<file path="config.mk">
export PLATFORM = sky130hd
export DESIGN_NAME = reg_frame_loader
export DESIGN_NICKNAME = d
export VERILOG_FILES = /design/src/rtl/reg_frame_loader.sv
export SDC_FILE = /design/constraint.sdc
export NUM_CORES = 1
export LEC_CHECK = 0
export CORE_UTILIZATION = 30
export CTS_BUF_LIST = sky130_fd_sc_hd__clkbuf_8
export DETAILED_ROUTE_END_ITERATION = 10
export PLACE_DENSITY_LB_ADDON = 0.15
export SYNTH_ARGS = -nofsm -noshare
export SYNTH_HDL_FRONTEND = slang
export SYNTH_SLANG_ARGS = --single-unit
</file>
<file path="constraint.sdc">
create_clock -name clk -period 3.67 [get_ports clk]
set_input_delay 0.367 -clock clk [delete_from_list [all_inputs] [get_ports clk]]
set_output_delay 0.367 -clock clk [all_outputs]
set_load 0.005 [all_outputs]
</file>
<file path="src/rtl/reg_frame_loader.sv">
// Serial-to-parallel loader: shifts 16-bit command words (header, data) MSB first and
// presents them to the neuron register bank with setup/strobe/hold sequencing.
module reg_frame_loader #(
    parameter int unsigned SETUP_CYCLES  = 1,
    parameter int unsigned STROBE_CYCLES = 1,
    parameter int unsigned HOLD_CYCLES   = 1
) (
    input  logic       clk,
    input  logic       rst_n,
    input  logic       ser_en_i,
    input  logic       ser_valid_i,
    input  logic       ser_bit_i,
    output logic [7:0] data_in_o,
    output logic [7:0] neuron_select_o,
    output logic [1:0] select_o,
    output logic       set_data_in_o,
    output logic       set_din_o,
    output logic       busy_o,
    output logic       frame_err_o,
    output logic       hdr_err_o,
    output logic       overrun_o,
    output logic [7:0] word_cnt_o
);

    localparam int unsigned MAX_SH = (SETUP_CYCLES > HOLD_CYCLES) ? SETUP_CYCLES : HOLD_CYCLES;
    localparam int unsigned MAX_C  = (MAX_SH > STROBE_CYCLES) ? MAX_SH : STROBE_CYCLES;
    localparam int unsigned CW     = $clog2(MAX_C + 1);

    typedef enum logic [2:0] {
        ST_IDLE,
        ST_SHIFT,
        ST_SETUP,
        ST_STROBE,
        ST_HOLD
    } state_e;

    state_e          state_q, state_d;
    logic [3:0]      bit_cnt_q, bit_cnt_d;
    logic [14:0]     shift_q, shift_d;
    logic [CW-1:0]   phase_q, phase_d;
    logic            ser_en_q;
    logic [7:0]      data_q, data_d;
    logic [1:0]      sel_q, sel_d;
    logic [7:0]      ns_q, ns_d;
    logic            type_q, type_d;
    logic            frame_err_q, frame_err_d;
    logic            hdr_err_q, hdr_err_d;
    logic            overrun_q, overrun_d;
    logic [7:0]      word_cnt_q, word_cnt_d;

    logic            en_rise;
    logic            bit_take;
    logic [15:0]     new_word;
    logic [7:0]      hdr;

    assign en_rise  = ser_en_i & ~ser_en_q;
    assign bit_take = ser_en_i & ser_valid_i;
    assign new_word = {shift_q, ser_bit_i};
    assign hdr      = new_word[15:8];

    always_comb begin
        state_d     = state_q;
        bit_cnt_d   = bit_cnt_q;
        shift_d     = shift_q;
        phase_d     = phase_q;
        data_d      = data_q;
        sel_d       = sel_q;
        ns_d        = ns_q;
        type_d      = type_q;
        frame_err_d = frame_err_q;
        hdr_err_d   = hdr_err_q;
        overrun_d   = overrun_q;
        word_cnt_d  = word_cnt_q;

        if (en_rise) begin
            frame_err_d = 1'b0;
            hdr_err_d   = 1'b0;
            overrun_d   = 1'b0;
        end

        case (state_q)
            ST_IDLE: begin
                if (en_rise) begin
                    state_d   = ST_SHIFT;
                    bit_cnt_d = 4'd0;
                    shift_d   = '0;
                end
            end
            ST_SHIFT: begin
                if (!ser_en_i) begin
                    state_d   = ST_IDLE;
                    frame_err_d = frame_err_q | (bit_cnt_q != 4'd0);
                    bit_cnt_d = 4'd0;
                    shift_d   = '0;
                end else if (ser_valid_i) begin
                    if (bit_cnt_q == 4'd15) begin
                        bit_cnt_d = 4'd0;
                        shift_d   = '0;
                        // Reserved bit set, or broadcast requested on a DTC-input word.
                        if (hdr[0] || (hdr[1] && hdr[7])) begin
                            hdr_err_d = 1'b1;
                        end else begin
                            data_d  = new_word[7:0];
                            sel_d   = hdr[3:2];
                            type_d  = hdr[7];
                            ns_d    = hdr[7] ? 8'h00 : (hdr[1] ? 8'hFF : (8'd1 << hdr[6:4]));
                            phase_d = '0;
                            state_d = ST_SETUP;
                        end
                    end else begin
                        shift_d   = new_word[14:0];
                        bit_cnt_d = bit_cnt_q + 4'd1;
                    end
                end
            end
            ST_SETUP: begin
                if (bit_take) overrun_d = 1'b1;
                if (phase_q == CW'(SETUP_CYCLES - 1)) begin
                    phase_d    = '0;
                    state_d    = ST_STROBE;
                    word_cnt_d = word_cnt_q + 8'd1;
                end else begin
                    phase_d = phase_q + CW'(1);
                end
            end
            ST_STROBE: begin
                if (bit_take) overrun_d = 1'b1;
                if (phase_q == CW'(STROBE_CYCLES - 1)) begin
                    phase_d = '0;
                    state_d = ST_HOLD;
                end else begin
                    phase_d = phase_q + CW'(1);
                end
            end
            ST_HOLD: begin
                if (bit_take) overrun_d = 1'b1;
                if (phase_q == CW'(HOLD_CYCLES - 1)) begin
                    phase_d = '0;
                    state_d = ser_en_i ? ST_SHIFT : ST_IDLE;
                end else begin
                    phase_d = phase_q + CW'(1);
                end
            end
            default: state_d = ST_IDLE;
        endcase
    end

    always_ff @(posedge clk or negedge rst_n) begin
        if (!rst_n) begin
            state_q     <= ST_IDLE;
            bit_cnt_q   <= 4'd0;
            shift_q     <= '0;
            phase_q     <= '0;
            ser_en_q    <= 1'b0;
            data_q      <= 8'h00;
            sel_q       <= 2'b00;
            ns_q        <= 8'h00;
            type_q      <= 1'b0;
            frame_err_q <= 1'b0;
            hdr_err_q   <= 1'b0;
            overrun_q   <= 1'b0;
            word_cnt_q  <= 8'h00;
        end else begin
            state_q     <= state_d;
            bit_cnt_q   <= bit_cnt_d;
            shift_q     <= shift_d;
            phase_q     <= phase_d;
            ser_en_q    <= ser_en_i;
            data_q      <= data_d;
            sel_q       <= sel_d;
            ns_q        <= ns_d;
            type_q      <= type_d;
            frame_err_q <= frame_err_d;
            hdr_err_q   <= hdr_err_d;
            overrun_q   <= overrun_d;
            word_cnt_q  <= word_cnt_d;
        end
    end

    // Outputs decode straight from registers so an async reset clears them at once.
    assign busy_o          = (state_q == ST_SETUP) || (state_q == ST_STROBE) || (state_q == ST_HOLD);
    assign neuron_select_o = busy_o ? ns_q : 8'h00;
    assign set_data_in_o   = (state_q == ST_STROBE) && !type_q;
    assign set_din_o       = (state_q == ST_STROBE) && type_q;
    assign data_in_o       = data_q;
    assign select_o        = sel_q;
    assign frame_err_o     = frame_err_q;
    assign hdr_err_o       = hdr_err_q;
    assign overrun_o       = overrun_q;
    assign word_cnt_o      = word_cnt_q;

endmodule

</file>
### Word level (Yosys, flattened, before mapping)

Index checks and enable logic that the tools add are counted.

| storage, ports and cells | value |
|---|---|
| output and inout bits | 32 |
| word-level logic and storage cells | 97 |
| bits of input ports | 5 |
| flip-flop bits (word level) | 54 |

| operators by class | value |
|---|---|
| equality and inequality tests | 16 |
| reduce and logical (&&, ||, !) cells | 17 |
| shift operators | 1 |
| bitwise gates (word level) | 6 |
| muxes and demuxes | 41 |
| $add $sub $neg | 3 |

Operators by type and width:

| kind | count |
|---|---|
| 15-bit two-way mux | 4 |
| 15-bit case mux with 2 select lines | 1 |
| 3-bit two-way mux | 8 |
| 8-bit two-way mux | 3 |
| 1-bit two-way mux | 18 |
| 4-bit two-way mux | 4 |
| 2-bit != test, second input constant | 8 |
| 3-bit case mux with 5 select lines | 1 |
| 5-bit AND reduction | 2 |
| 3-bit != test, second input constant | 3 |
| 8-bit by 1-bit adder with 8-bit output, second input constant | 1 |
| 4-bit case mux with 2 select lines | 1 |
| 1-bit by 3-bit left shift with 8-bit output, first input constant | 1 |
| 7-bit AND reduction | 1 |
| 3-bit by 2-bit equality test with 1-bit output, second input constant | 2 |
| 4-bit by 1-bit adder with 4-bit output, second input constant | 1 |
| 4-bit equality test, second input constant | 1 |
| 2-bit nonzero test | 2 |
| 4-bit nonzero test | 1 |
| 3-bit by 1-bit equality test with 1-bit output, second input constant | 1 |
| 3-bit equality test, second input constant | 1 |
| 1-bit logical AND | 3 |
| 3-bit zero test | 1 |
| 1-bit logical OR | 3 |
| other kinds (9) | 12 |

### Longest topological paths before layout

| depth | value |
|---|---|
| word-level depth | 8 |
| gate-level depth with buffers | 5 |

### Least setup slack after synthesis

OpenSTA, ideal clock, no wires.

| timing path | value |
|---|---|
| path type | register -> register |
| start point | register state_q[0] |
| end point | register shift_q[0] |
| arrival | 1.793 ns |
| path buffers | 2 |
| path slack | 1.752 ns |
| library setup time | 0.125 ns |
| required time | 3.545 ns |
| cell stages (with the launch flop) | 6 |
| clock period less this slack | 1.918 ns |
| cell sequence | dfrtp_1 -> buf_6 -> and3b_1 -> a2111oi_4 -> buf_6 -> mux2_4 |

| between the ends | value |
|---|---|
| word-level cells in the longest chain between the ends | 3 |

RTL lines:

| what | RTL line | text |
|---|---|---|
| start: declaration | 37 | `state_e state_q, state_d;` |
| start signal: assignment | 164 | `state_q <= state_d;` |
| 3-bit by 1-bit equality test with 1-bit output or 3-bit zero test (tied branches) | 81 | `case (state_q)` |
| 3-bit != test (no line), or another cell as far along | -- |  |
| 3-bit AND reduction (no line) | -- |  |
| end signal: assignment | 166 | `shift_q <= shift_d;` |
| end: declaration | 39 | `logic [14:0] shift_q, shift_d;` |

Parallel ways exist; a longest one is shown, timed or not.
A chain may end at the register's enable or synchronous reset.

### Worst setup path after layout

| timing path | value |
|---|---|
| start point | register state_q[2] |
| end point | output port neuron_select_o[7] |

| between the ends | value |
|---|---|
| word-level cells in the longest chain between the ends | 4 |

RTL lines:

| what | RTL line | text |
|---|---|---|
| 3-bit by 2-bit equality test with 1-bit output | 181 | `assign busy_o = (state_q == ST_SETUP) \|\| (state_q == ST_STROBE) \|\| (state_q == ST_HOLD);` |
| 1-bit logical OR | 181 |  |
| 1-bit logical OR * | 181 |  |
| 8-bit two-way mux * | 182 | `assign neuron_select_o = busy_o ? ns_q : 8'h00;` |
| end: declaration | 14 | `output logic [7:0] neuron_select_o,` |

Mark *: on every way between the ends. The rest lies on a longest branch, timed or not.

==> flow_metrics.py <==
metrics = {
    "sta": {
        "fin_crit_sh_pct": 70.1,
        "worst-slew-pin-transition_ns": 0.798,
        "rsz0062_at_grt": "no",
        "max_freq_ghz": 0.389,
        "slew_headroom_pct": 46.8,
        "maxSlewViolCount": 0,
        "period_needed_ns": 2.57,
        "fin_skew_ns": 0.00704,
        "setup_viol": 0,
        "hold_viol": 0,
        "setup_tns_ns": 0,
    },
    "clock_network": {
        "insertion_delay_ns": 0.30,
        "holdBufCountCts": 0,
        "cts_tree": "done",
        "cts_root_buf": "clkbuf_8",
        "numClockSinks": 53,
        "cts_buffer_depth": 2,
        "cts_setup_buffers": 0,
        "cts_buffers": 5,
        "htreeDepth": 2,
        "clk_pin_slew_ns": 0.09,
        "ctsResizeCount": 0,
    },
    "critical_path": {
        "crit_arrival_ns": 2.21,
        "cp_max_fo": 10,
        "cp_cell_sequence": "nor2b_1 -> a21oi_1 -> nor2b_1 -> clkdlybuf4s50_1",
        "cp_top_family": "compound AO/OA/AOI/OAI gates",
        "r2r-start": "state_q[2]",
        "timing.rr.end": "data_in_o[3]",
        "crit_top_cell": "nor2b_1",
        "critPathKind": "reg2out",
        "ff2ff_setup_slack_ns": 1.70,
        "crit_required_ns": 3.30,
        "end_kind": "primary output",
        "max_stage_delay_ns": 0.64,
        "cpMaxStageDelayCell": "a21oi_1",
        "startpoint_type": "register",
        "path_buf_inv": 1,
        "ff2ff_path_depth": 4,
    },
    "synth": {
        "synth_ff_type": "dfrtp_1",
        "ys_seq_elements": 53,
        "synth_most_common_cell": "dfrtp_1",
        "avgSynthCellArea_um2": 11.8,
        "async_flop_share_pct": 100,
        "synth_area_leaders": "dfrtp_1 52%, mux2_2 12%, and3_1 4.5%",
        "yosys-top-cells-count": "53 x dfrtp_1, 28 x mux2_2, 18 x and3_1",
        "synth_cells": 214,
        "yosysWarnings": 0,
        "synth-edff-count": 0,
        "yosysTopAreaCellShare_pct": 52.4,
        "yosysSeqAreaShare_pct": 52.4,
        "yosysUniqueCellTypes": 36,
        "synth_fp_nets": 222,
        "yosysTopAreaCell": "dfrtp_1",
        "syn_area_um2": 2530,
    },
    "die": {
        "dieArea_um2": 8800,
        "ios": 37,
        "coreArea_um2": 8180,
        "initial_core_util_pct": 30.9,
        "fp.dieW_um": 93.8,
        "die_h_um": 93.8,
        "core.rowCount": 33,
    },
    "layout": {
        "n_antenna_cell": 0,
        "layout-drive-gt1-share_pct": 21.9,
        "num-nets-final": 254,
        "fin_area_um2": 3060,
        "syn2layout_area_growth_pct": 21.1,
    },
    "run_status": {
        "outcome": "finished with violations",
        "violations": "design-rule violations",
    },
    "route": {
        "viasPerCell": 4.77,
        "drt_iter0_drc": 72,
        "dr.pass1.iters": 7,
        "vias": 1680,
        "drt_drc_violations_left": 2,
        "wirelength_um": 4860,
        "final_antenna_net_count": 0,
        "wl_per_cell_um": 13.8,
    },
    "hold_path": {
        "hold_path.class": "in2async",
    },
    "place": {
        "finalWeightedCongestion": 0.734,
        "dpl_cell_area_um2": 2960,
        "hpwl_um": 3230,
        "io_buffers": 36,
    },
    "run": {
        "drv_cap": 0,
    },
    "grt": {
        "grt_overflow": 0,
        "grt_pass1_wl_um": 8450,
        "grt_pass1_vias": 1761,
        "antenna_found_initial": 0,
        "grt_usage_pct": 12.3,
        "grt_max_degree": 31,
    },
    "pwr": {
        "p_leak_uw": 0.00144,
        "ir_drop_mv": 0.169,
        "power_density_nw_per_um2": 335,
    },
}
-- flip-flops by register name, indices dropped and copies added, names as in the netlist --
register     cells
data_in_o        8
overrun_o        1
type_q           1
hdr_err_o        1
state_q          3
ser_en_q         1
shift_q         15
ns_q             8
frame_err_o      1
word_cnt_o       8
select_o         2
bit_cnt_q        4
-- worst max path at each step --
| stage | to | slack (ns) | cells after the start | startpoint |
|---|---|---|---|---|
| floorplan | shift_q[0] | 1.75 | 5 | state_q[0] |
| global placement | select_o[0] | 1.28 | 5 | ser_en_i |
| detailed placement | shift_q[11] | 1.26 | 5 | ser_valid_i |
| CTS | neuron_select_o[7] | 0.99 | 4 | state_q[2] |
| global route | neuron_select_o[6] | 0.82 | 4 | state_q[2] |
| finish | neuron_select_o[7] | 1.10 | 4 | state_q[2] |
-- kinds of logic after synthesis --
group           after synthesis  synth area share (%)
simple gates                 73                  17.6
flops                        53                  52.4
mux                          34                  15.8
buf+inv                      23                  4.55
compound gates               21                  5.69
xor+xnor                      7                  2.42
fa+ha+maj                     3                  1.48
-- layout make-up --
| cell class | instances | area, um^2 |
|---|---|---|
| Sequential cell | 53 | 1330 |
| Multi-Input combinational cell | 138 | 1090 |
| Clock buffer | 7 | 96.3 |
| Clock inverter | 1 | 5.00 |
| Tap cell | 105 | 131 |
| Inverter | 8 | 30.0 |
| Fill cell | 839 | 5110 |
| Timing Repair Buffer | 40 | 385 |
-- layer usage --
| metal | up-vias | routed length [um] | GRT usage (%) |
|---|---|---|---|
| met5 | - | 0 | 0 |
| met2 | 25 | 2210 | 20.5 |
| li1 | 809 | - | - |
| met1 | 841 | 2450 | 15.8 |
| met3 | 5 | 136 | 2.43 |
| met4 | 0 | 63 | 4.62 |
-- placed cells by master, fill, tap and decap left out, drive strengths merged, types with 6 or more instances in the layout --
master,Yosys,layout
nand4,6,6
dfrtp,53,53
nor2b,9,9
clkbuf,7,7
and3,18,18
mux2,33,33
clkdlybuf4s50,0,35
nand2,9,9
inv,7,7
nand3,7,7
a21oi,10,10
-- through the flow --
stage / cells / setup WS, ns / hold WS [ns] / power, uW / utilization (%)
floorplan: 214 / 1.75 / 0.0714 / 656 / -
global placement: 344 / 1.28 / 0.450 / 685 / 36.2
detailed placement: 344 / 1.26 / 0.463 / 686 / 36.2
CTS: 352 / 0.988 / 0.109 / 1050 / 37.5
global route: 352 / 0.818 / 0.134 / 1070 / 37.5
finish: 352 / 1.10 / 0.0904 / 1020 / 37.5
-- power by group --
group | internal, uW | switching (uW)
clock | 171 | 182
combinational | 30.8 | 40.9
sequential | 591 | 8.75
Power figures use the tool's default switching activity.
